<file path="src/rtl/vgaterm_writer.sv">
// vgaterm_writer: character-stream front end for the vgaterm text framebuffer.
// Accepts bytes over a valid/ready stream, keeps the cursor, decodes CR/LF/BS/FF,
// and sequences every cell write through vgaterm's writereq/writeack handshake.
// Optional feature macro: VGATERM_WRITER_TAB_EN (0x09 advances to the next tab stop
// by blanking cells; when undefined 0x09 is ignored like any unlisted control code).
module vgaterm_writer #(
    parameter int         COLS  = 100,
    parameter int         ROWS  = 32,
    parameter int         XBITS = 7,
    parameter int         YBITS = 5,
    parameter logic [7:0] BLANK = 8'h20
) (
    input  logic             clk,
    input  logic             rst,
    input  logic [7:0]       in_char,
    input  logic             in_valid,
    output logic             in_ready,
    output logic [XBITS-1:0] xwrite,
    output logic [YBITS-1:0] ywrite,
    output logic [7:0]       charout,
    output logic             writereq,
    input  logic             writeack,
    output logic [XBITS-1:0] curx,
    output logic [YBITS-1:0] cury,
    output logic             busy
);

    localparam logic [2:0] S_SYNC   = 3'd0;
    localparam logic [2:0] S_IDLE   = 3'd1;
    localparam logic [2:0] S_DECODE = 3'd2;
    localparam logic [2:0] S_REQ    = 3'd3;
    localparam logic [2:0] S_DONE   = 3'd4;

    // What the current handshake belongs to; decides what happens after DONE.
    localparam logic [2:0] M_CHAR   = 3'd0;
    localparam logic [2:0] M_BS     = 3'd1;
    localparam logic [2:0] M_CLRROW = 3'd2;
    localparam logic [2:0] M_CLRALL = 3'd3;
`ifdef VGATERM_WRITER_TAB_EN
    localparam logic [2:0] M_TAB    = 3'd4;
    localparam logic [XBITS:0] COLS_W = (XBITS+1)'(COLS);
`endif

    localparam logic [XBITS-1:0] LAST_X = XBITS'(COLS - 1);
    localparam logic [YBITS-1:0] LAST_Y = YBITS'(ROWS - 1);

    logic [2:0]       r_state;
    logic [2:0]       r_mode;
    logic [7:0]       r_char;
    logic [XBITS-1:0] r_xwrite;
    logic [YBITS-1:0] r_ywrite;
    logic [7:0]       r_charout;
    logic [XBITS-1:0] r_curx;
    logic [YBITS-1:0] r_cury;

    logic             w_printable;
    logic [YBITS-1:0] w_next_y;
`ifdef VGATERM_WRITER_TAB_EN
    logic [XBITS:0]   r_tabstop;
    logic [XBITS:0]   w_tabstop;
    logic [XBITS-1:0] w_tab_end;

    // Next multiple of 8 above the cursor, and the last cell the tab blanks.
    assign w_tabstop = {1'b0, r_curx | XBITS'(7)} + (XBITS+1)'(1);
    assign w_tab_end = (r_tabstop >= COLS_W) ? LAST_X : XBITS'(r_tabstop - (XBITS+1)'(1));
`endif

    assign w_printable = (r_char >= 8'h20) && (r_char <= 8'h7E);
    assign w_next_y    = (r_cury == LAST_Y) ? '0 : r_cury + YBITS'(1);

    assign in_ready = (r_state == S_IDLE);
    assign busy     = (r_state != S_IDLE);
    assign writereq = (r_state == S_REQ);
    assign xwrite   = r_xwrite;
    assign ywrite   = r_ywrite;
    assign charout  = r_charout;
    assign curx     = r_curx;
    assign cury     = r_cury;

    // Latch the accepted byte; in_char is only sampled on an accepting edge.
    always_ff @(posedge clk) begin
        if (r_state == S_IDLE && in_valid)
            r_char <= in_char;
    end

    // Main sequencer: sync to vgaterm, decode, and run one handshake per cell.
    always_ff @(posedge clk) begin
        if (rst) begin
            r_state   <= S_SYNC;
            r_mode    <= M_CHAR;
            r_curx    <= '0;
            r_cury    <= '0;
            r_xwrite  <= '0;
            r_ywrite  <= '0;
            r_charout <= BLANK;
        end else begin
            case (r_state)
                // vgaterm has no reset and may still be finishing a write.
                S_SYNC: if (!writeack) r_state <= S_IDLE;
                S_IDLE: if (in_valid) r_state <= S_DECODE;
                S_DECODE: begin
                    if (w_printable) begin
                        r_xwrite  <= r_curx;
                        r_ywrite  <= r_cury;
                        r_charout <= r_char;
                        r_mode    <= M_CHAR;
                        r_state   <= S_REQ;
                    end else begin
                        case (r_char)
                            8'h0D: begin
                                r_curx  <= '0;
                                r_state <= S_IDLE;
                            end
                            // Cursor moves now so it holds its final value during the clear.
                            8'h0A: begin
                                r_cury    <= w_next_y;
                                r_xwrite  <= '0;
                                r_ywrite  <= w_next_y;
                                r_charout <= BLANK;
                                r_mode    <= M_CLRROW;
                                r_state   <= S_REQ;
                            end
                            8'h08: begin
                                if (r_curx != '0) begin
                                    r_xwrite  <= r_curx - XBITS'(1);
                                    r_ywrite  <= r_cury;
                                    r_charout <= BLANK;
                                    r_mode    <= M_BS;
                                    r_state   <= S_REQ;
                                end else begin
                                    r_state <= S_IDLE;
                                end
                            end
                            8'h0C: begin
                                r_xwrite  <= '0;
                                r_ywrite  <= '0;
                                r_charout <= BLANK;
                                r_mode    <= M_CLRALL;
                                r_state   <= S_REQ;
                            end
`ifdef VGATERM_WRITER_TAB_EN
                            8'h09: begin
                                r_xwrite  <= r_curx;
                                r_ywrite  <= r_cury;
                                r_charout <= BLANK;
                                r_tabstop <= w_tabstop;
                                r_mode    <= M_TAB;
                                r_state   <= S_REQ;
                            end
`endif
                            default: r_state <= S_IDLE;
                        endcase
                    end
                end
                S_REQ: if (writeack) r_state <= S_DONE;
                // writereq is already low here; wait for vgaterm to release ack.
                S_DONE: begin
                    if (!writeack) begin
                        case (r_mode)
                            M_CHAR: begin
                                if (r_curx == LAST_X) begin
                                    r_curx    <= '0;
                                    r_cury    <= w_next_y;
                                    r_xwrite  <= '0;
                                    r_ywrite  <= w_next_y;
                                    r_charout <= BLANK;
                                    r_mode    <= M_CLRROW;
                                    r_state   <= S_REQ;
                                end else begin
                                    r_curx  <= r_curx + XBITS'(1);
                                    r_state <= S_IDLE;
                                end
                            end
                            M_BS: begin
                                r_curx  <= r_xwrite;
                                r_state <= S_IDLE;
                            end
                            M_CLRROW: begin
                                if (r_xwrite == LAST_X) begin
                                    r_state <= S_IDLE;
                                end else begin
                                    r_xwrite <= r_xwrite + XBITS'(1);
                                    r_state  <= S_REQ;
                                end
                            end
                            M_CLRALL: begin
                                if (r_xwrite != LAST_X) begin
                                    r_xwrite <= r_xwrite + XBITS'(1);
                                    r_state  <= S_REQ;
                                end else if (r_ywrite != LAST_Y) begin
                                    r_xwrite <= '0;
                                    r_ywrite <= r_ywrite + YBITS'(1);
                                    r_state  <= S_REQ;
                                end else begin
                                    r_curx  <= '0;
                                    r_cury  <= '0;
                                    r_state <= S_IDLE;
                                end
                            end
`ifdef VGATERM_WRITER_TAB_EN
                            // Past the last tab stop the tab behaves like a printable wrap.
                            M_TAB: begin
                                if (r_xwrite != w_tab_end) begin
                                    r_xwrite <= r_xwrite + XBITS'(1);
                                    r_state  <= S_REQ;
                                end else if (r_tabstop >= COLS_W) begin
                                    r_curx    <= '0;
                                    r_cury    <= w_next_y;
                                    r_xwrite  <= '0;
                                    r_ywrite  <= w_next_y;
                                    r_charout <= BLANK;
                                    r_mode    <= M_CLRROW;
                                    r_state   <= S_REQ;
                                end else begin
                                    r_curx  <= r_tabstop[XBITS-1:0];
                                    r_state <= S_IDLE;
                                end
                            end
`endif
                            default: r_state <= S_IDLE;
                        endcase
                    end
                end
                default: r_state <= S_SYNC;
            endcase
        end
    end

endmodule

</file>
<file path="config.mk">
export PLATFORM = sky130hd
export DESIGN_NAME = vgaterm_writer
export DESIGN_NICKNAME = d
export VERILOG_FILES = /design/src/rtl/vgaterm_writer.sv
export SDC_FILE = /design/constraint.sdc
export NUM_CORES = 1
export LEC_CHECK = 0
export BUFFER_PORTS_ARGS = -buffer_cell sky130_fd_sc_hd__clkbuf_2
export CORE_MARGIN = 2
export CORE_UTILIZATION = 60
export DETAILED_ROUTE_END_ITERATION = 8
export GPL_ROUTABILITY_DRIVEN = 0
export PLACE_DENSITY = 0.84
export SLEW_MARGIN = 20
export SYNTH_ARGS = -nofsm -noshare
export SYNTH_HDL_FRONTEND = slang
export SYNTH_SLANG_ARGS = --single-unit
</file>
<file path="constraint.sdc">
create_clock -name clk -period 5.2 [get_ports clk]
set_clock_uncertainty 0.05 [all_clocks]
set_input_delay 1.04 -clock clk [delete_from_list [all_inputs] [get_ports clk]]
set_output_delay 1.04 -clock clk [all_outputs]
set_load 0.05 [all_outputs]
</file>
==> results by group <==
Status
  – Run status: completed

Power
  – Power share of the combinational group: roughly a tenth
  – Switching fraction of total power: 24.1%
  – Switching Power: between 150 and 200 uW
  – Maximum VDD drop: 0.156 mV
  – Power per cell area: about 240 mW/mm2
  – Sequential share of power: just under 50%
  – Total chip power: ~760 uW
  – P_int: a little under 600 uW
  – P_leak: around 1.2 nW
  – Clk network pwr share: about two fifths

Detailed routing
  – WL final: 7.14 mm
  – Via/cell ratio: 6.55
  – DRT iter0 DRCs: 209
  – Antenna Nets Post-Route: 0
  – # DRC: 0
  – WL/cell: approximately 17 um
  – Drt first pass iters: 5
  – Vias: 2700

Timing
  – Fin crit share: between 50 and 60%
  – RSZ-0062 raised after global routing: false
  – TNS Setup: 0 ps
  – Tightest Pin Transition: around 740 ps
  – Minimum clock period: between 2000 and 3000 ps
  – Max Fclk: between 300 and 400 MHz
  – Worst setup margin: 2590 ps
  – Slew Limit Headroom: roughly 50%
  – Final Slew Violations: 0
  – Setup violators final: 0
  – Final Hold Viols: 0

Die
  – Rows: 25
  – Initial core utilization: about three fifths
  – I/O pin count: 47
  – Die height: ~73 um
  – Die X: between 70 and 80 um
  – Die Area: 0.00539 mm2
  – Core region area: 0.00469 mm2

Worst setup path
  – CP Buf/Inv Count: 1
  – Critical path depth: 3
  – R2R cell count: 6
  – Critical Path RT: roughly 4100 ps
  – CP max FO: 7
  – Crit-path slowest cell: dfxtp_1
  – Critical Path Max Stage Delay: 500 ps
  – Worst setup SP type: flop
  – Worst setup EP type: output port
  – Critical Path AT: about 1500 ps
  – CP top delay family: flip-flops
  – CP Cell Sequence: nand2b_1, nor2_1, clkbuf_2
  – WS Path Type: flop to output port

Cells and area
  – Diode count: 0
  – Layout cells sized above 1: 22.9%
  – Final instance area: roughly 0.0032 mm2
  – Final cell count without fillers: 412
  – Area delta synth->final: 11.3%
  – Nets: about 380

CTS
  – TritonCTS Buffers: 5
  – Setup bufs post-CTS: 0
  – CTS tree: yes
  – # hold bufs at CTS: 0
  – Clk Latency, worst-skew pair: approximately 300 ps
  – CTS Buffer Depth: 2
  – Reg clk slew, reported paths: roughly 80 ps
  – CTS H-tree lvls: 2
  – Post-CTS resize count: 0
  – Root Driver: clkbuf_8
  – Clk sink count: 45

Logic synthesis
  – Xor/xnor share of the synthesized area: 3.94%
  – Post-synthesis simple-gate area fraction: roughly 28%
  – Adder-cell share of the synthesized area: under 10%
  – Number of flops mapped to enable cells by yosys: 8
  – Sequential share of the synthesized area: between 30% and 40%
  – Synth Instances: between 300 and 400
  – Synth Flop Type: dfxtp_1
  – Mean post-synth cell area: just over 9 um2
  – Fraction of synthesized area in multiplexers: around 1.0%
  – Synth area leaders: dfxtp_1 26%, edfxtp_1 8.3%, nor2_1 4.3%, a21oi_1 3.6%, nand3_1 3.6%
  – Seq cells post-synth: 45
  – Top cell type's share of synthesized area: 25.6%
  – Largest family of logic cells by synthesized area: simple AND/OR/NAND/NOR gates
  – Cell taking the most area after synthesis: dfxtp_1
  – Syn Nets: approximately 340
  – Compound-Gate Fraction of Synth Area: between 20% and 30%
  – Asr flop ratio synth: 0%
  – Syn Std Cell Area: about 0.0029 mm2
  – Synth cell types: 76
  – Synth warnings: 0

Placement
  – Placed Instance Area: slightly above 0.003 mm2
  – Port bufs: 46
  – Post-detail-place hpwl: around 5 mm
  – Pre-CTS WS: between 2000 and 2500 ps
  – Placed cells: a little over 400

Hold path
  – Worst Hold Class: flop to flop
  – Hold path depth: 1

Global routing
  – Initial antenna violation count: 0
  – GRT Util Overall: 27.3%
  – Vias in the first global route: between 2000 and 2500
  – GRT Residual Overflow: 0
  – First-pass GRT wire length: roughly 11 mm
  – Largest net degree at the start of global routing: 30

Job
  – Max Cap Violations: 0
[placed cells by master (no fill, tap or decap), types with 3 or more instances in the layout]
master	count
nand3_1	21
o221ai_1	5
a211oi_1	7
or3_1	4
mux2i_1	3
nand2b_1	3
xor2_1	9
inv_1	11
ha_1	8
edfxtp_1	8
o32a_1	5
and3_1	4
clkbuf_8	5
a32oi_1	3
and2_1	5
nor2_1	33
a22o_1	6
o21ai_0	5
xnor2_1	4
o32ai_1	3
nor4_1	3
o31ai_1	4
a221oi_1	3
dfxtp_1	37
nand2_1	24
o211a_1	3
nor3_1	8
clkbuf_2	46
a21oi_1	21
nand4_1	4
nor3_4	3
[flip-flops by register name, summed over array words and instances, names as in the netlist]
name	flops
r_state	3
xwrite	7
charout	8
r_char	8
r_mode	2
curx	7
ywrite	5
cury	5
[routing by layer]
metal	share of wire, %	GRT usage (%)	vias to the layer above	wire, um
li1	-	-	1281	-
met1	44	37.5	1282	3110
met4	2.4	9.29	0	174
met3	6.0	3.70	21	429
met2	48	44.3	116	3430
met5	0	0	-	0
[layout make-up]
type | instances | area (um2)
tap | 54 | 67.6
clock inverter | 3 | 65.1
timing repair buffer | 46 | 230
fill | 381 | 1470
clock buffer | 5 | 68.8
sequential | 45 | 981
inverter | 11 | 41.3
multi-input combinational | 248 | 1770
[power by group through the flow]
stage               sequential [mW]  combinational (mW)  clock, mW
finish                        0.375              0.0766      0.310
global route                  0.376              0.0821      0.323
CTS                           0.374              0.0762      0.312
detailed placement            0.382              0.0757          0
global placement              0.382              0.0743          0
floorplan                     0.389              0.0506          0
[worst paths after layout]
| path | startpoint | end | slack (ps) |
|---|---|---|---|
| worst max-delay path | r_state[0] | in_ready | 2590 |
| worst min-delay path | charout[7] | charout[7] | 420 |
| worst max register to register | r_char[2] | xwrite[0] | 2710 |
| worst min register to register | charout[7] | charout[7] | 420 |
[cell families (layout without fill, tap and decap cells)]
logic type / Yosys count / in the layout
xor+xnor: 13 / 13
buf+inv: 25 / 65
compound gates: 87 / 87
fa+ha+maj: 8 / 8
flops: 45 / 45
mux: 3 / 3
simple gates: 137 / 137
[stage by stage]
stage	util, %	hold WS (ps)
after floorplan	-	464
after global placement	65.8	396
after detailed placement	65.8	403
after CTS	68.6	423
after global routing	68.6	444
final	68.6	417
[Yosys cell counts (3+ instances only)]
cell type  number
xnor2_1         4
a32oi_1         3
nor4_1          3
o221ai_1        5
and2_1          5
clkbuf_1        5
a21oi_1        21
mux2i_1         3
or3_1           4
o31ai_1         4
and3_1          4
a22o_1          6
a221oi_1        3
nor3_4          3
inv_1          11
xor2_1          9
nor3_1          8
buf_6           4
o21ai_0         5
nor2_1         33
nand2_1        24
a211oi_1        7
nand4_1         4
o32ai_1         3
ha_1            8
nand2b_1        3
o211a_1         3
nand3_1        21
dfxtp_1        37
edfxtp_1        8
o32a_1          5
No activity file was read; power rests on OpenSTA's default activity.
